`src/rtl/gelato_ifetch_pkg.sv`:
```
// Shared types and sizing for the gelato instruction-fetch stage.
package gelato_types;

    localparam int ADDR_WIDTH         = 32;
    localparam int INST_WIDTH         = 32;
    localparam int ICACHE_LINE_WORDS  = 4;
    localparam int WARP_NUM_WIDTH     = 5;
    localparam int SPLIT_TABLE_WIDTH  = 3;

    typedef logic [ADDR_WIDTH-1:0]        addr_t;
    typedef logic [INST_WIDTH-1:0]        inst_t;
    typedef logic [WARP_NUM_WIDTH-1:0]    warp_num_t;
    typedef logic [SPLIT_TABLE_WIDTH-1:0] split_table_num_t;

    typedef enum logic [1:0] {
        IFETCH_IDLE = 2'd0,
        IFETCH_REQ  = 2'd1,
        IFETCH_WAIT = 2'd2,
        IFETCH_OUT  = 2'd3
    } ifetch_state_e;

endpackage

```
`src/rtl/gelato_ifetch_line_buf.sv`:
```
// Single-entry I-cache line buffer: tag, valid and data of the most recently
// returned line. Only instantiated when GELATO_IFETCH_LINE_BUF_EN is defined.
module gelato_ifetch_line_buf #(
    parameter int TAG_W  = 28,
    parameter int LINE_W = 128
) (
    input  logic              clk,
    input  logic              rst,
    input  logic [TAG_W-1:0]  lookup_tag,
    output logic              hit,
    output logic [LINE_W-1:0] rd_data,
    input  logic              refill_en,
    input  logic [TAG_W-1:0]  refill_tag,
    input  logic [LINE_W-1:0] refill_data
);

    logic              valid_q;
    logic [TAG_W-1:0]  tag_q;
    logic [LINE_W-1:0] data_q;

    // Refill on every returned line; reset invalidates the entry.
    always_ff @(posedge clk or posedge rst) begin
        if (rst) begin
            valid_q <= 1'b0;
            tag_q   <= '0;
            data_q  <= '0;
        end else if (refill_en) begin
            valid_q <= 1'b1;
            tag_q   <= refill_tag;
            data_q  <= refill_data;
        end
    end

    assign hit     = valid_q && (tag_q == lookup_tag);
    assign rd_data = data_q;

endmodule

```
`src/rtl/gelato_ifetch.sv`:
```
// Instruction-fetch stage: accepts one scheduler request, fetches its I-cache
// line, extracts the addressed word and holds it for decode under valid/ready.
// Optional feature macro: GELATO_IFETCH_LINE_BUF_EN (last-line buffer, hits
// skip the I-cache request and go straight to OUT).
//
// state | meaning
// IDLE  | waiting for a scheduler request
// REQ   | line request presented to the I-cache
// WAIT  | request accepted, waiting for the line
// OUT   | instruction held for decode
module gelato_ifetch
    import gelato_types::*;
#(
    parameter int ADDR_W     = ADDR_WIDTH,
    parameter int INST_W     = INST_WIDTH,
    parameter int LINE_WORDS = ICACHE_LINE_WORDS
) (
    input  logic                         clk,
    input  logic                         rst,
    input  logic                         fetch_valid,
    input  logic [ADDR_W-1:0]            fetch_pc,
    input  warp_num_t                    fetch_warp_num,
    input  split_table_num_t             fetch_split_table_num,
    output logic                         fetch_caught,
    output logic                         icache_req_valid,
    output logic [ADDR_W-1:0]            icache_req_addr,
    input  logic                         icache_req_ready,
    input  logic                         icache_rsp_valid,
    input  logic [LINE_WORDS*INST_W-1:0] icache_rsp_data,
    output logic                         inst_valid,
    input  logic                         inst_ready,
    output logic [INST_W-1:0]            inst,
    output logic [ADDR_W-1:0]            inst_pc,
    output warp_num_t                    inst_warp_num,
    output split_table_num_t             inst_split_table_num,
    output logic                         busy
);

    localparam int LINE_W = LINE_WORDS * INST_W;
    localparam int BYTE_W = $clog2(INST_W / 8);
    localparam int SEL_W  = $clog2(LINE_WORDS);
    localparam int OFF_W  = $clog2(LINE_W / 8);

    localparam logic [1:0] S_IDLE = IFETCH_IDLE;
    localparam logic [1:0] S_REQ  = IFETCH_REQ;
    localparam logic [1:0] S_WAIT = IFETCH_WAIT;
    localparam logic [1:0] S_OUT  = IFETCH_OUT;

    logic [1:0]        state_q, state_d;
    logic [ADDR_W-1:0] pc_q, pc_d;
    warp_num_t         warp_q, warp_d;
    split_table_num_t  split_q, split_d;
    logic [INST_W-1:0] inst_q, inst_d;

    logic [INST_W-1:0] rsp_words [LINE_WORDS];
    logic [SEL_W-1:0]  rsp_sel;
    logic              buf_hit;
    logic [INST_W-1:0] buf_word;

    assign fetch_caught     = (state_q == S_IDLE) && fetch_valid && !rst;
    assign icache_req_valid = (state_q == S_REQ);
    assign icache_req_addr  = icache_req_valid ? {pc_q[ADDR_W-1:OFF_W], {OFF_W{1'b0}}} : '0;
    assign inst_valid       = (state_q == S_OUT);
    assign busy             = (state_q != S_IDLE);
    assign inst             = inst_q;
    assign inst_pc          = pc_q;
    assign inst_warp_num    = warp_q;
    assign inst_split_table_num = split_q;

    // PC bits below instruction alignment are dropped; the next bits pick the word.
    assign rsp_sel = pc_q[BYTE_W +: SEL_W];

    // Split the returned line into words, word 0 in the LSBs.
    always_comb begin
        for (int i = 0; i < LINE_WORDS; i++) begin
            rsp_words[i] = icache_rsp_data[i*INST_W +: INST_W];
        end
    end

`ifdef GELATO_IFETCH_LINE_BUF_EN
    logic [LINE_W-1:0] buf_data;
    logic [INST_W-1:0] buf_words [LINE_WORDS];
    logic [SEL_W-1:0]  buf_sel;

    // Lookup uses the incoming request so a hit can go straight to OUT.
    gelato_ifetch_line_buf #(
        .TAG_W  (ADDR_W - OFF_W),
        .LINE_W (LINE_W)
    ) u_line_buf (
        .clk         (clk),
        .rst         (rst),
        .lookup_tag  (fetch_pc[ADDR_W-1:OFF_W]),
        .hit         (buf_hit),
        .rd_data     (buf_data),
        .refill_en   ((state_q == S_WAIT) && icache_rsp_valid),
        .refill_tag  (pc_q[ADDR_W-1:OFF_W]),
        .refill_data (icache_rsp_data)
    );

    assign buf_sel = fetch_pc[BYTE_W +: SEL_W];

    // Split the buffered line into words for the hit path.
    always_comb begin
        for (int i = 0; i < LINE_WORDS; i++) begin
            buf_words[i] = buf_data[i*INST_W +: INST_W];
        end
    end

    assign buf_word = buf_words[buf_sel];
`else
    assign buf_hit  = 1'b0;
    assign buf_word = '0;
`endif

    // Next-state: FSM sequencing, request latch and instruction capture.
    always_comb begin
        state_d = state_q;
        pc_d    = pc_q;
        warp_d  = warp_q;
        split_d = split_q;
        inst_d  = inst_q;
        case (state_q)
            S_IDLE: begin
                if (fetch_caught) begin
                    pc_d    = fetch_pc;
                    warp_d  = fetch_warp_num;
                    split_d = fetch_split_table_num;
                    if (buf_hit) begin
                        inst_d  = buf_word;
                        state_d = S_OUT;
                    end else begin
                        state_d = S_REQ;
                    end
                end
            end
            S_REQ: begin
                if (icache_req_ready) state_d = S_WAIT;
            end
            S_WAIT: begin
                if (icache_rsp_valid) begin
                    inst_d  = rsp_words[rsp_sel];
                    state_d = S_OUT;
                end
            end
            S_OUT: begin
                if (inst_ready) state_d = S_IDLE;
            end
            default: state_d = S_IDLE;
        endcase
    end

    // State and datapath registers; reset abandons any in-flight fetch.
    always_ff @(posedge clk or posedge rst) begin
        if (rst) begin
            state_q <= S_IDLE;
            pc_q    <= '0;
            warp_q  <= '0;
            split_q <= '0;
            inst_q  <= '0;
        end else begin
            state_q <= state_d;
            pc_q    <= pc_d;
            warp_q  <= warp_d;
            split_q <= split_d;
            inst_q  <= inst_d;
        end
    end

endmodule

```
`config.mk`:
```
export PLATFORM = sky130hd
export DESIGN_NAME = gelato_ifetch
export DESIGN_NICKNAME = d
export VERILOG_FILES = /design/src/rtl/gelato_ifetch_pkg.sv /design/src/rtl/gelato_ifetch_line_buf.sv /design/src/rtl/gelato_ifetch.sv
export SDC_FILE = /design/constraint.sdc
export NUM_CORES = 1
export LEC_CHECK = 0
export ABC_AREA = 0
export CAP_MARGIN = 25
export CORE_ASPECT_RATIO = 0.6
export CORE_MARGIN = 2
export CORE_UTILIZATION = 36
export DETAILED_ROUTE_END_ITERATION = 10
export HOLD_SLACK_MARGIN = 0.1
export PLACE_DENSITY = 0.82
export SLEW_MARGIN = 10
export SYNTH_ARGS = -nofsm -noshare
export SYNTH_HDL_FRONTEND = slang
export SYNTH_HIERARCHICAL = 1
export SYNTH_SLANG_ARGS = --single-unit
```
`constraint.sdc`:
```
create_clock -name clk -period 2.6 [get_ports clk]
set_input_delay 0.26 -clock clk [delete_from_list [all_inputs] [get_ports clk]]
set_output_delay 0.26 -clock clk [all_outputs]
set_load 0.02 [all_outputs]
```
Yosys cells after proc, flatten, opt, wreduce, memory -nomap -nowiden
Index checks and enable logic that the tools add are counted.
- register bits after elaboration: 74
- bits in latches: 0
- memory bits (writable): 0
- bits in read-only memories: 0
- input port bits: 174
- output and inout port bits: 108
- logic and storage cells: 31
- memories kept: 0
- add/sub/neg operators: 0
- multipliers: 0
- div/mod/pow operators: 0
- magnitude comparators: 1
- equal/unequal tests: 7
- shift-type cells: 0
- multiplexer cells: 9
- bitwise gates (word level): 1
- reductions and logical operators: 8
- operator list (kind ; number):
    two-way mux 32 bit ; 3
    binary-select mux 32 bit (select 2 bit) ; 1
    two-way mux 2 bit ; 4
    one-hot mux 2 bit (4 select lines) ; 1
    == test 2 bit (second input constant) ; 2
    inequality test 2 x 1 -> 1 bit (second input constant) ; 2
    inequality test 2 bit (second input constant) ; 2
    AND reduction 2 bit ; 2
    AND reduction 4 bit ; 1
    greater-or-equal comparator 3 bit (second input constant) ; 1
    inverter 2 -> 3 bit ; 1
    == test 2 x 1 -> 1 bit (second input constant) ; 1
    logical AND 1 bit ; 2
    zero test 2 bit ; 1
    nonzero test 2 bit ; 1
    zero test 1 bit ; 1

Depth between registers and ports, before layout
- depth in word-level cells: 5
- gate-level depth with buffers: 7

Least setup slack after synthesis
OpenSTA, ideal clock, no wires.
- path type: flip-flop to output port
- start: reg state_q[1]
- end: out icache_req_addr[12]
- arrival: 1.443 ns
- path slack: 0.897 ns
- cell stages (with the launch flop): 6
- path through: dfrtp_1 -> inv_1 -> ha_1 -> clkbuf_1 -> clkbuf_1 -> and2_1
- longest elaborated chain between the ends: 2
- ends and longest elaborated chain (element ; RTL line ; RTL):
    from (decl) ; gelato_ifetch.sv:49 ; logic [1:0] state_q, state_d;
    from (signal assigned) ; gelato_ifetch.sv:161 ; state_q <= state_d;
    == test 2 x 1 -> 1 bit ; gelato_ifetch.sv:61 ; assign icache_req_valid = (state_q == S_REQ);
    via icache_req_valid ; gelato_ifetch.sv:25 ; output logic icache_req_valid,
    two-way mux 32 bit ; gelato_ifetch.sv:62 ; assign icache_req_addr = icache_req_valid ? {pc_q[ADDR_W-1:OFF_W], {OFF_W{1'b0}}} : '0;
    to (decl) ; gelato_ifetch.sv:26 ; output logic [ADDR_W-1:0] icache_req_addr,
The timed path passes the listed nets, and every way through them passes these cells.

Worst setup path after layout
- start: reg state_q[1]
- end: out icache_req_addr[4]
- longest elaborated chain between the ends: 2
- ends and longest elaborated chain (element ; RTL line):
    == test 2 x 1 -> 1 bit ; gelato_ifetch.sv:61
    two-way mux 32 bit ; gelato_ifetch.sv:62
Every way passes these cells.

==> results.sh <==
export IMPL_grt_usage=0.204
export IMPL_final_nets=772
export IMPL_max_vdd_ir_drop_uv=631
export IMPL_overflow=0
export IMPL_yosysWarnings=6
export IMPL_start_util=0.365
export IMPL_setup_viol=0
export IMPL_cts_setup_buffers=0
export IMPL_period_share=0.889
export IMPL_grt_antenna_before_repair=0
export IMPL_clockPowerShare=0.161
export IMPL_rows=30
export IMPL_fmax_mhz=433
export IMPL_antenna_left=0
export IMPL_cts_tree="built"
export IMPL_seq_power_share=0.272
export IMPL_synth_seq_cells=74
export IMPL_worstPathMaxFanout=30
export IMPL_drv_cap=0
export IMPL_place_gp_congestion=0.769
export IMPL_p_sw_frac=0.392
export IMPL_power_switching_mw=3.17
export IMPL_rr_worst_depth=5
export IMPL_cts_buffers=9
export IMPL_die_x_um=142
export IMPL_synth_top_area_frac=0.453
export IMPL_vias_per_cell=4.83
export IMPL_synth_area_per_cell_um2=12.7
export IMPL_final_common_cell="clkdlybuf4s50_1"
export IMPL_port_buffers=277
export IMPL_grt_max_degree=42
export IMPL_rsz0062_at_grt="no"
export IMPL_drive_above_1_share=0.107
export IMPL_cts_max_level=3
export IMPL_synth_area_leaders="dfrtp_1, mux2i_1, mux2_1"
export IMPL_worst_slew_pin_slew_ns=1.00
export IMPL_clkTransAtPathRegs_ns=0.05
export IMPL_status="complete, no violations"
export IMPL_cp_arrival_ns=2.05
export IMPL_cts_max_path_buffers=2
export IMPL_ioPinCount=282
export IMPL_dieArea_um2=12300
export IMPL_worstPathRequired_ns=2.34
export IMPL_hold_viol=0
export IMPL_pwr_density_cell_nw_per_um2=1110
export IMPL_grt_pass1_wl_um=19400
export IMPL_vias=3584
export IMPL_cp_end_kind="output port"
export IMPL_first_pass_iters=4
export IMPL_area_growth_synth_to_final_pct=77.3
export IMPL_insertion_delay_ns=0.33
export IMPL_finalPower_mw=8.08
export IMPL_syn_area_um2=4090
export IMPL_avgRoutedWirePerCell_um=17.1
export IMPL_synthCells=321
export IMPL_die_h_um=86.5
export IMPL_hold_path_class="input port to async pin"
export IMPL_design_core_area_um2=11200
export IMPL_fin_setup_tns_ns=0
export IMPL_drcViolationCount=0
export IMPL_power_leakage_nw=3.04
export IMPL_totalWireLength_um=12700
export IMPL_yosysSeqAreaShare=0.453
export IMPL_fin_crit_ns=2.31
export IMPL_yosysTopAreaCell="dfrtp_1"
export IMPL_finalMaxSlewViolations=0
export IMPL_skew_ns=0.00823
export IMPL_comb_power_share=0.567
export IMPL_cts_root_buffer="clkbuf_16"
export IMPL_max_slew_margin_rel=0.331
export IMPL_post_cts_resized=0
export IMPL_first_iter_violations=110
export IMPL_hpwlAfterDp_um=10100
export IMPL_cts_hold_buf=0
export IMPL_p_int_mw=4.91
export IMPL_worstSetupPathType="register to output port"
export IMPL_n_antenna_cell=0
export IMPL_grt_pass1_vias=3682
export IMPL_startpoint_type="register"
export IMPL_cts_sinks=74
export IMPL_layout_common_cells="clkdlybuf4s50_1, dfrtp_1, mux2i_1"
export IMPL_synth_cell_types=25
## cell families (layout without fill, tap and decap cells)
logic type      count (synthesis)  count (layout)  synth area share
mux                           105             105             0.270
flops                          74              74             0.453
simple gates                   66              66            0.0805
buf+inv                        36             310            0.0637
compound gates                 35              35             0.120
fa+ha+maj                       4               4            0.0122
other cells                     1               4          0.000917
## flip-flops by register name (all words and copies together) (netlist names)
| signal | cells |
|---|---|
| inst | 32 |
| inst_pc | 32 |
| inst_warp_num | 5 |
| inst_split_table_num | 3 |
| state_q | 2 |
## synth_stat cells, drive strengths merged
master / instances
nand2: 34
and2: 28
nor2: 1
nor2b: 1
o32a: 1
ha: 4
dfrtp: 74
or2: 1
nand3: 1
o221ai: 32
mux2i: 64
clkbuf: 4
mux2: 41
inv: 8
dlygate4sd1: 2
buf: 22
o22ai: 2
conb: 1
## power groups by stage
stage / combinational (mW) / clock [mW] / sequential, mW
after floorplan: 2.03 / 0 / 2.73
final: 4.58 / 1.30 / 2.20
after detailed placement: 4.63 / 0 / 2.21
after CTS: 4.64 / 1.33 / 2.21
after global routing: 4.88 / 1.39 / 2.29
after global placement: 4.53 / 0 / 2.19
## critical path, stage by stage, from the launching register on
cell	delay (ns)
dfrtp_1	0.40
inv_1	0.09
ha_1	0.15
buf_4	0.25
and2_1	0.21
clkdlybuf4s50_1	0.61
## through the flow
stage / setup WS, ns / cell area, µm² / cells / hold slack, ns / utilization
4_1_cts: 0.286 / 7250 / 742 / 0.399 / 0.648
2_1_floorplan: 0.458 / 4100 / 324 / 0.392 / -
3_5_place_dp: 0.568 / 6930 / 727 / 0.474 / 0.620
6_report: 0.290 / 7250 / 742 / 0.381 / 0.648
3_3_place_gp: 0.644 / 6930 / 727 / 0.471 / 0.620
5_1_grt: 0.186 / 7250 / 742 / 0.444 / 0.648
## metal layers
layer / track usage / vias to the layer above / routed length [µm] / part of all wire
li1: - / 1697 / - / -
met4: 0.0345 / 0 / 87 / 0.0069
met5: 0 / - / 0 / 0
met1: 0.257 / 1727 / 5260 / 0.42
met3: 0.0657 / 11 / 1040 / 0.082
met2: 0.353 / 149 / 6280 / 0.50
## layout make-up
type                       count  area [µm²]
fill                         855        3940
inverter                       8        31.3
clock inverter                 6        90.1
timing repair buffer         287        2870
clock buffer                   9         225
sequential                    74        1860
multi-input combinational    214        1990
tap                          144         180
## final timing paths
path / start / to / slack, ns
worst max register to register: state_q[0] / inst[10] / 0.58
max in group asynchronous: rst / inst[28] / 1.60
min in group clk: inst[3] / inst[3] / 0.49
worst min register to register: inst[3] / inst[3] / 0.49
worst max-delay path: state_q[1] / icache_req_addr[4] / 0.29
worst min-delay path: rst / inst_pc[29] / 0.38
(Power assumes the default switching activity.)
